File: config.mk
export PLATFORM = sky130hd
export DESIGN_NAME = uart_tx_cfg
export DESIGN_NICKNAME = d
export VERILOG_FILES = /design/src/rtl/uart_pkg.sv /design/src/rtl/uart_bit_timer.sv /design/src/rtl/uart_tx_cfg.sv
export SDC_FILE = /design/constraint.sdc
export NUM_CORES = 1
export LEC_CHECK = 0
export ABC_AREA = 1
export CAP_MARGIN = 10
export CORE_UTILIZATION = 45
export CTS_CLUSTER_DIAMETER = 30
export CTS_CLUSTER_SIZE = 12
export DETAILED_ROUTE_END_ITERATION = 16
export PLACE_DENSITY = 0.74
export SYNTH_ARGS = -nofsm -noshare
export SYNTH_HDL_FRONTEND = slang
export SYNTH_HIERARCHICAL = 1
export SYNTH_SLANG_ARGS = --single-unit
File: constraint.sdc
create_clock -name clk -period 3.14 [get_ports clk]
set_input_delay 0.471 -clock clk [delete_from_list [all_inputs] [get_ports clk]]
set_output_delay 0.471 -clock clk [all_outputs]
set_load 0.02 [all_outputs]
File: src/rtl/uart_pkg.sv
// Shared definitions for the configurable UART transmitter: parity
// encodings, FSM state encoding and the bit-period helper functions.
package uart_pkg;

    // Parity selection values for the PARITY parameter.
    localparam int PAR_NONE = 0;
    localparam int PAR_ODD  = 1;
    localparam int PAR_EVEN = 2;

    // Width of the per-frame bit counter; large enough for up to 9 data bits.
    localparam int BIT_CNT_W = 4;

    // Transmitter FSM states.
    typedef enum logic [2:0] {
        S_IDLE,
        S_START,
        S_DATA,
        S_PARITY,
        S_STOP
    } uart_state_e;

    // Bit period in clock cycles, rounded to the nearest integer.
    function automatic int calc_div(input longint clk_hz, input longint baud_hz);
        return int'((clk_hz + baud_hz / 2) / baud_hz);
    endfunction

    // Width of a counter that spans 0..div-1 (never narrower than one bit).
    function automatic int timer_width(input int div);
        return (div <= 2) ? 1 : $clog2(div);
    endfunction

endpackage

File: src/rtl/uart_bit_timer.sv
// Restartable bit-period timer. Counts 0..DIV-1 and wraps; a restart forces
// the count back to zero so that the following bit starts phase-aligned.
module uart_bit_timer
    import uart_pkg::*;
#(
    parameter int DIV = 10
) (
    input  logic clk,
    input  logic rst,
    input  logic restart,
    output logic bit_end,
    output logic bit_pre_end
);

    localparam int W = timer_width(DIV);

    if (DIV < 2) begin : g_err_div
        $error("uart_bit_timer: DIV must be at least 2");
    end

    logic [W-1:0] cnt;

    // Cycle counter within the current bit, wrapping at DIV-1 or on restart.
    always_ff @(posedge clk or posedge rst) begin
        if (rst) begin
            cnt <= '0;
        end else if (restart || (cnt == W'(DIV - 1))) begin
            cnt <= '0;
        end else begin
            cnt <= cnt + W'(1);
        end
    end

    // bit_end marks the last cycle of a bit; bit_pre_end the cycle before it,
    // which lets the owner register an output that lines up with bit_end.
    assign bit_end     = (cnt == W'(DIV - 1));
    assign bit_pre_end = (cnt == W'(DIV - 2));

endmodule

File: src/rtl/uart_tx_cfg.sv
// Configurable UART transmitter: 5..9 data bits, none/odd/even parity and
// 1 or 2 stop bits, with a ready/valid word interface. Every output comes
// straight from a flop; next values are computed one cycle ahead.
module uart_tx_cfg
    import uart_pkg::*;
#(
    parameter int CLK_HZ    = 50_000_000,
    parameter int BAUD_HZ   = 115_200,
    parameter int DATA_BITS = 8,
    parameter int PARITY    = 0,
    parameter int STOP_BITS = 1
) (
    input  logic                 clk,
    input  logic                 rst,
    input  logic                 tx_valid,
    input  logic [DATA_BITS-1:0] tx_data,
    output logic                 tx_ready,
    output logic                 tx_busy,
    output logic                 frame_done,
    output logic                 tx
);

    localparam int DIV = calc_div(CLK_HZ, BAUD_HZ);
    localparam bit HAS_PARITY = (PARITY != PAR_NONE);
    localparam logic [BIT_CNT_W-1:0] LAST_DATA = BIT_CNT_W'(DATA_BITS - 1);
    localparam logic [BIT_CNT_W-1:0] LAST_STOP = BIT_CNT_W'(STOP_BITS - 1);

    if (DATA_BITS < 5 || DATA_BITS > 9) begin : g_err_data_bits
        $error("uart_tx_cfg: DATA_BITS must be in 5..9");
    end
    if (PARITY < 0 || PARITY > 2) begin : g_err_parity
        $error("uart_tx_cfg: PARITY must be 0, 1 or 2");
    end
    if (STOP_BITS != 1 && STOP_BITS != 2) begin : g_err_stop_bits
        $error("uart_tx_cfg: STOP_BITS must be 1 or 2");
    end
    if (DIV < 2) begin : g_err_div
        $error("uart_tx_cfg: CLK_HZ/BAUD_HZ must round to at least 2");
    end

    uart_state_e            state, state_n;
    logic [DATA_BITS-1:0]   shreg, shreg_n;
    logic [BIT_CNT_W-1:0]   bit_cnt, bit_cnt_n;
    logic                   par_q, par_n;
    logic                   tx_q, tx_n;
    logic                   ready_q, ready_n;
    logic                   busy_q, busy_n;
    logic                   done_q, done_n;
    logic                   restart;
    logic                   bit_end;
    logic                   bit_pre_end;
    logic                   accept;

    uart_bit_timer #(
        .DIV(DIV)
    ) u_bit_timer (
        .clk        (clk),
        .rst        (rst),
        .restart    (restart),
        .bit_end    (bit_end),
        .bit_pre_end(bit_pre_end)
    );

    // A word is taken only from IDLE, so anything on the input while a
    // frame is in flight is ignored.
    assign accept = (state == S_IDLE) && tx_valid && ready_q;

    // Next-state, datapath and registered-output decode for the frame FSM.
    always_comb begin
        state_n   = state;
        shreg_n   = shreg;
        bit_cnt_n = bit_cnt;
        par_n     = par_q;
        tx_n      = tx_q;
        ready_n   = ready_q;
        busy_n    = busy_q;
        done_n    = 1'b0;
        restart   = 1'b0;
        case (state)
            S_IDLE: begin
                tx_n    = 1'b1;
                ready_n = 1'b1;
                busy_n  = 1'b0;
                if (accept) begin
                    shreg_n   = tx_data;
                    par_n     = (PARITY == PAR_ODD) ? ~(^tx_data) : (^tx_data);
                    bit_cnt_n = '0;
                    restart   = 1'b1;
                    state_n   = S_START;
                    tx_n      = 1'b0;
                    busy_n    = 1'b1;
                    ready_n   = 1'b0;
                end
            end
            S_START: begin
                if (bit_end) begin
                    state_n   = S_DATA;
                    tx_n      = shreg[0];
                    bit_cnt_n = '0;
                end
            end
            S_DATA: begin
                if (bit_end) begin
                    shreg_n = shreg >> 1;
                    if (bit_cnt == LAST_DATA) begin
                        bit_cnt_n = '0;
                        if (HAS_PARITY) begin
                            state_n = S_PARITY;
                            tx_n    = par_q;
                        end else begin
                            state_n = S_STOP;
                            tx_n    = 1'b1;
                        end
                    end else begin
                        bit_cnt_n = bit_cnt + BIT_CNT_W'(1);
                        tx_n      = shreg_n[0];
                    end
                end
            end
            S_PARITY: begin
                if (bit_end) begin
                    state_n   = S_STOP;
                    tx_n      = 1'b1;
                    bit_cnt_n = '0;
                end
            end
            S_STOP: begin
                tx_n = 1'b1;
                // Raise frame_done so that it is high on the final stop cycle.
                if (bit_pre_end && (bit_cnt == LAST_STOP)) begin
                    done_n = 1'b1;
                end
                if (bit_end) begin
                    if (bit_cnt == LAST_STOP) begin
                        state_n   = S_IDLE;
                        busy_n    = 1'b0;
                        ready_n   = 1'b1;
                        bit_cnt_n = '0;
                    end else begin
                        bit_cnt_n = bit_cnt + BIT_CNT_W'(1);
                    end
                end
            end
            default: begin
                state_n = S_IDLE;
            end
        endcase
    end

    // Control state and output flops; reset drives the line idle at once.
    always_ff @(posedge clk or posedge rst) begin
        if (rst) begin
            state   <= S_IDLE;
            bit_cnt <= '0;
            tx_q    <= 1'b1;
            ready_q <= 1'b0;
            busy_q  <= 1'b0;
            done_q  <= 1'b0;
        end else begin
            state   <= state_n;
            bit_cnt <= bit_cnt_n;
            tx_q    <= tx_n;
            ready_q <= ready_n;
            busy_q  <= busy_n;
            done_q  <= done_n;
        end
    end

    // Shift register and parity bit; only meaningful once a word is accepted.
    always_ff @(posedge clk) begin
        shreg <= shreg_n;
        par_q <= par_n;
    end

    assign tx         = tx_q;
    assign tx_ready   = ready_q;
    assign tx_busy    = busy_q;
    assign frame_done = done_q;

endmodule

==> impl_metrics.env, run 1 <==
export IMPL_postCtsHoldBufs=0
export IMPL_hold_violations=0
export IMPL_avgSynthCellArea_um2=7.92
export IMPL_port_buffers=14
export IMPL_skew_ns=0.00546
export IMPL_async_reset_ff_frac=0.714
export IMPL_rsz0062_at_grt="no"
export IMPL_overflow=0
export IMPL_status="complete, no violations"
export IMPL_via_per_inst=4.79
export IMPL_synth_net_count=227
export IMPL_rows=21
export IMPL_critPathMostFrequentCell="inv_1"
export IMPL_max_slew_margin=0.535
export IMPL_critPathKind="register to register"
export IMPL_routed_wl_mm=3.11
export IMPL_die_x_um=63.0
export IMPL_antenna_found_initial=0
export IMPL_holdPathEnd="tx"
export IMPL_worstMarginPinSlew_ns=0.693
export IMPL_synth_distinct_cells=26
export IMPL_drive_gt1_frac=0.146
export IMPL_cpMaxStageDelayCell="o21ai_1"
export IMPL_drc=0
export IMPL_critical_path_max_stage_delay_ns=0.58
export IMPL_grt_pass1_vias=1240
export IMPL_start_util=0.486
export IMPL_grtUsageTotal=0.176
export IMPL_whs_path_depth=2
export IMPL_path_cells="inv_1, ha_1, nand2_1, nor2_1, nand2_2, inv_1, inv_1, o21ai_1"
export IMPL_layout_nets=243
export IMPL_clkLatencyLatePin_ns=0.27
export IMPL_grt_pass1_wl_mm=5.49
export IMPL_diodes=0
export IMPL_syn_inst=211
export IMPL_fin_crit_sh=0.649
export IMPL_finalWeightedCongestion=0.869
export IMPL_clockBufferDepth=2
export IMPL_place_ws_ns=1.09
export IMPL_worst_path_buf_inv=3
export IMPL_r2r_slack_ns=1.10
export IMPL_fp_dieH_um=63.0
export IMPL_grt_start_max_net_pins=16
export IMPL_r2r_end="shreg[0]"
export IMPL_slew_violations=0
export IMPL_max_freq_ghz=0.491
export IMPL_startpoint_type="register"
export IMPL_core_area_um2=3440
export IMPL_synthesis_area_um2=1670
export IMPL_crit_arrival_ns=1.96
export IMPL_worstHoldStart="tx"
export IMPL_cp_required_ns=3.06
export IMPL_drtPass1Iterations=4
export IMPL_areaGrowthSynthToFinish_pct=12.5
export IMPL_cts_buffers=3
export IMPL_wire_per_inst_um=11.4
export IMPL_worst_path_max_fanout=8
export IMPL_die_area_um2=3960
export IMPL_num_vias=1304
export IMPL_worstRegToRegCells=8
export IMPL_hp_class="register to register"
export IMPL_cts_reportedPaths_clkPinSlew_ns=0.10
export IMPL_drv_cap=0
export IMPL_layout_min_cycle_time_ns=2.04
export IMPL_hold_ws_ns=0.479
export IMPL_ios=15
export IMPL_cts_tree="done"
export IMPL_finalSetupViolations=0
export IMPL_ant_nets=0
export IMPL_cts_sinks=28
export IMPL_place_hpwl_mm=2.34
export IMPL_r2r_start="u_bit_timer/cnt[1]"
export IMPL_critPathTopFamily="compound AO/OA/AOI/OAI gates"
export IMPL_h_tree_depth=1
export IMPL_ys_warn_count=6
export IMPL_drt_iter0_drc=79
export IMPL_cts_resized=0
export IMPL_fillers=328
export IMPL_cts_root_buf="clkbuf_8"
export IMPL_setup_ws_ns=1.10
export IMPL_ir_drop_v=0.000155
export IMPL_power_density_nw_per_um2=319
export IMPL_endpoint_kind="register"
export IMPL_synth_flop_cell="dfrtp_1"
export IMPL_synth_edf_count=8
export IMPL_timing_setup_tns_ns=0
export IMPL_synth_seq_cells=28
export IMPL_post_cts_buffers=0
export IMPL_ys_seq_area_frac=0.444
export IMPL_power_leakage_nw=0.903
where the power goes:
group          total, mW  switching (mW)  internal (mW)
Combinational     0.0235          0.0102         0.0133
Clock              0.201           0.110         0.0910
Sequential         0.375               0          0.375
Total              0.599           0.120          0.479
cell type report:
class	count	area, um2	area share
inverter	30	120	0.0639
clock buffer	4	45.0	0.0240
timing repair buffer	14	140	0.0745
multi-input combinational	150	776	0.413
sequential	28	742	0.395
tap	46	57.6	0.0306
layer usage:
metal	vias to the layer above	wire length, um	GRT usage
met3	4	122	0.0146
met2	23	1420	0.293
met4	0	50	0.0727
met1	605	1520	0.235
met5	-	0	0
li1	672	-	-
cell usage after synthesis (3+ instances only):
cell type | instances | area (um2)
nor2_1 | 23 | 86.3
xnor2_1 | 3 | 26.3
nor2_2 | 7 | 43.8
nand3_2 | 3 | 30.0
nand2_2 | 6 | 37.5
edfxtp_1 | 8 | 240
inv_1 | 25 | 93.8
nand2_1 | 70 | 263
nand3_1 | 11 | 55.1
dfrtp_1 | 19 | 475
ha_1 | 5 | 62.6
inv_2 | 4 | 15.0
o21ai_1 | 3 | 15.0
nand2_4 | 3 | 33.8
nor2_4 | 4 | 45.0
buf_6 | 3 | 33.8
registers in the layout (all words and copies together), names as in the netlist:
signal	count
u_bit_timer/cnt	9
shreg	8
bit_cnt	4
state	3
frame_done	1
tx	1
tx_busy	1
tx_ready	1
through the flow:
step	instances	cell area [um2]	power, mW	utilization
floorplan	211	1670	0.391	-
global placement	268	1840	0.406	0.533
detailed placement	268	1840	0.406	0.533
CTS	272	1880	0.606	0.546
global route	272	1880	0.623	0.546
finish	272	1880	0.599	0.546
layout by cell type (no fill, tap or decap), types with 3 or more instances in the layout:
cell             instances
xnor2_1                  3
clkbuf_8                 3
o21ai_1                  3
nand2_1                 70
nand2_2                  6
nand2_4                  3
nor2_1                  23
nand3_1                 11
inv_1                   25
clkdlybuf4s50_1         14
nand3_2                  3
nor2_4                   4
nor2_2                   7
dfrtp_1                 19
ha_1                     5
inv_2                    4
edfxtp_1                 8
worst max-delay path by stage:
stage                     slack, ns       end               start  depth (start not counted)
after floorplan                1.34  shreg[0]  u_bit_timer/cnt[1]                          8
after global placement         1.15  shreg[7]  u_bit_timer/cnt[1]                          8
after detailed placement       1.09  shreg[7]  u_bit_timer/cnt[1]                          8
after CTS                      1.08  shreg[4]  u_bit_timer/cnt[1]                          8
after global routing           0.92  shreg[3]            state[2]                          3
final                          1.10  shreg[0]  u_bit_timer/cnt[1]                          8
kinds of logic after synthesis:
logic type / count (synthesis) / synth area share
and+or+nand+nor: 132 / 0.374
AOI/OAI and AO/OA: 8 / 0.0262
xor gates and xnor gates: 5 / 0.0262
DFF: 28 / 0.444
adders and majority gates: 5 / 0.0374
buffers and inverters: 33 / 0.0921
worst min-delay path, cell delays in order, from the launching register on:
cell and delay, ns:
dfstp_2 0.38, nand2_1 0.06, nand2_1 0.04
(Power assumes the default switching activity.)
==> inputs of run 2 (changes only) <==
clock period = 1.9 ns   (was 3.14 ns; I/O delays follow)
==> impl_metrics.env, run 2 (synthesis results as in run 1) <==
export IMPL_status="complete, no violations"
export IMPL_drc=0
export IMPL_path_cells="clkdlybuf4s50_1"
export IMPL_grtUsageTotal=0.168
export IMPL_fin_crit_sh=0.901
export IMPL_place_ws_ns=0.205
export IMPL_place_hpwl_mm=2.24
export IMPL_routed_wl_mm=2.89
export IMPL_cts_buffers=3
export IMPL_ir_drop_v=0.000324
export IMPL_top_register="u_bit_timer/cnt"
export IMPL_areaGrowthSynthToFinish_pct=13.4
export IMPL_postCtsHoldBufs=0
export IMPL_largest_register_ff_count=9
export IMPL_core_area_um2=3440
export IMPL_layout_commonest_cell="nand2_1"
export IMPL_layout_min_cycle_time_ns=1.71
export IMPL_antenna_found_initial=0
export IMPL_wl_met1_mm=1.52
export IMPL_endpoint_kind="output port"
export IMPL_r2r_slack_ns=0.21
export IMPL_cp_required_ns=1.62
export IMPL_hold_violations=0
export IMPL_slew_violations=0
export IMPL_die_area_um2=3960
export IMPL_power_total_mw=0.976
export IMPL_final_cell_mix="nand2_1 (70), inv_1 (25), nor2_1 (23)"
export IMPL_power_leakage_nw=0.913
export IMPL_via_per_inst=4.66
export IMPL_timing_setup_tns_ns=0
export IMPL_worstMarginPinSlew_ns=0.438
export IMPL_cpMaxStageDelayCell="clkdlybuf4s50_1"
export IMPL_wire_per_inst_um=10.5
export IMPL_skew_ns=0.00221
export IMPL_finalSetupViolations=0
export IMPL_crit_arrival_ns=1.43
export IMPL_overflow=0
export IMPL_dr_max_layer_used="met4"
export IMPL_final_cells=274
export IMPL_finalWeightedCongestion=0.859
export IMPL_met2_length_mm=1.28
export IMPL_cts_sinks=28
export IMPL_drv_cap=0
export IMPL_grt_pass1_wl_mm=5.35
export IMPL_dp_cells=270
export IMPL_ant_nets=0
export IMPL_rows=21
export IMPL_hp_class="input port to async pin"
export IMPL_drive_gt1_frac=0.154
export IMPL_worst_path_max_fanout=2
export IMPL_max_freq_ghz=0.584
export IMPL_top_regs="u_bit_timer/cnt: 9 flops, shreg: 8 flops, bit_cnt: 4 flops"
export IMPL_wl_met3_um=50
export IMPL_critPathKind="register to output port"
export IMPL_rsz0062_at_grt="no"
export IMPL_port_buffers=14
export IMPL_fillers=331
export IMPL_max_slew_margin=0.708
export IMPL_h_tree_depth=1
export IMPL_cts_root_buf="clkbuf_8"
export IMPL_worst_path_buf_inv=1
export IMPL_die_x_um=63.0
export IMPL_setup_ws_ns=0.188
export IMPL_critPathTopFamily="buffers and inverters"
export IMPL_clkLatencyLatePin_ns=0.27
export IMPL_hold_ws_ns=0.319
export IMPL_fp_dieH_um=63.0
export IMPL_startpoint_type="register"
export IMPL_grt_pass1_vias=1221
export IMPL_cts_resized=0
export IMPL_cts_reportedPaths_clkPinSlew_ns=0.09
export IMPL_clockBufferDepth=2
export IMPL_ios=15
export IMPL_diodes=0
export IMPL_num_vias=1276
export IMPL_drt_iter0_drc=54
export IMPL_layout_nets=245
export IMPL_cts_tree="done"
export IMPL_post_cts_buffers=0
export IMPL_power_density_nw_per_um2=515
export IMPL_start_util=0.486
export IMPL_critical_path_max_stage_delay_ns=0.61
export IMPL_drtPass1Iterations=4
export IMPL_grt_start_max_net_pins=16
==> run 2: cell types whose count changed in the layout (fill, tap and decap cells not counted) <==
cell,before,now
clkinv_1,0,1
buf_4,0,2
clkbuf_1,1,0
==> run 2: path summary, 6_finish.rpt <==
check,cells past startpoint,from,endpoint
worst max register to register,13,u_bit_timer/cnt[1],bit_cnt[3]
min in group clk,2,tx,tx
max in group asynchronous,2,rst,tx
worst max-delay path,1,tx,tx
worst min-delay path,2,rst,u_bit_timer/cnt[8]
worst min register to register,2,tx,tx
==> run 2: power breakdown <==
group          switching (mW)  internal (mW)  total [mW]  leakage, nW
Combinational          0.0155         0.0220      0.0375        0.572
Clock                   0.175          0.145       0.320       0.0231
Sequential                  0          0.619       0.619        0.318
==> run 2: metal layers <==
metal / vias up / GRT usage
met1: 575 / 0.243
met4: 0 / 0.0610
met5: - / 0
met3: 4 / 0.0164
met2: 16 / 0.259
li1: 681 / -
==> run 2: layout make-up <==
class | count | area, um2 | share of cell area
Clock buffer | 3 | 41.3 | 0.0218
Clock inverter | 1 | 3.75 | 0.00198
Inverter | 30 | 120 | 0.0634
Multi-Input combinational cell | 150 | 776 | 0.409
Sequential cell | 28 | 742 | 0.391
Tap cell | 46 | 57.6 | 0.0304
Timing Repair Buffer | 16 | 155 | 0.0818
==> run 2: worst reg2reg max path, cell delays in order (launching register included) <==
cell	delay (ns)
dfrtp_1	0.40
inv_1	0.08
ha_1	0.14
nand2_1	0.05
nor2_1	0.12
nand2_2	0.09
inv_1	0.10
inv_1	0.10
nand3_1	0.11
nand2_2	0.09
inv_2	0.10
nand3_2	0.10
nand2_1	0.07
nand2_1	0.05
==> run 2: stage by stage <==
stage	util	area [um2]
after floorplan	-	1670
after global placement	0.538	1850
after detailed placement	0.538	1850
after CTS	0.551	1900
after global routing	0.551	1900
final	0.551	1900
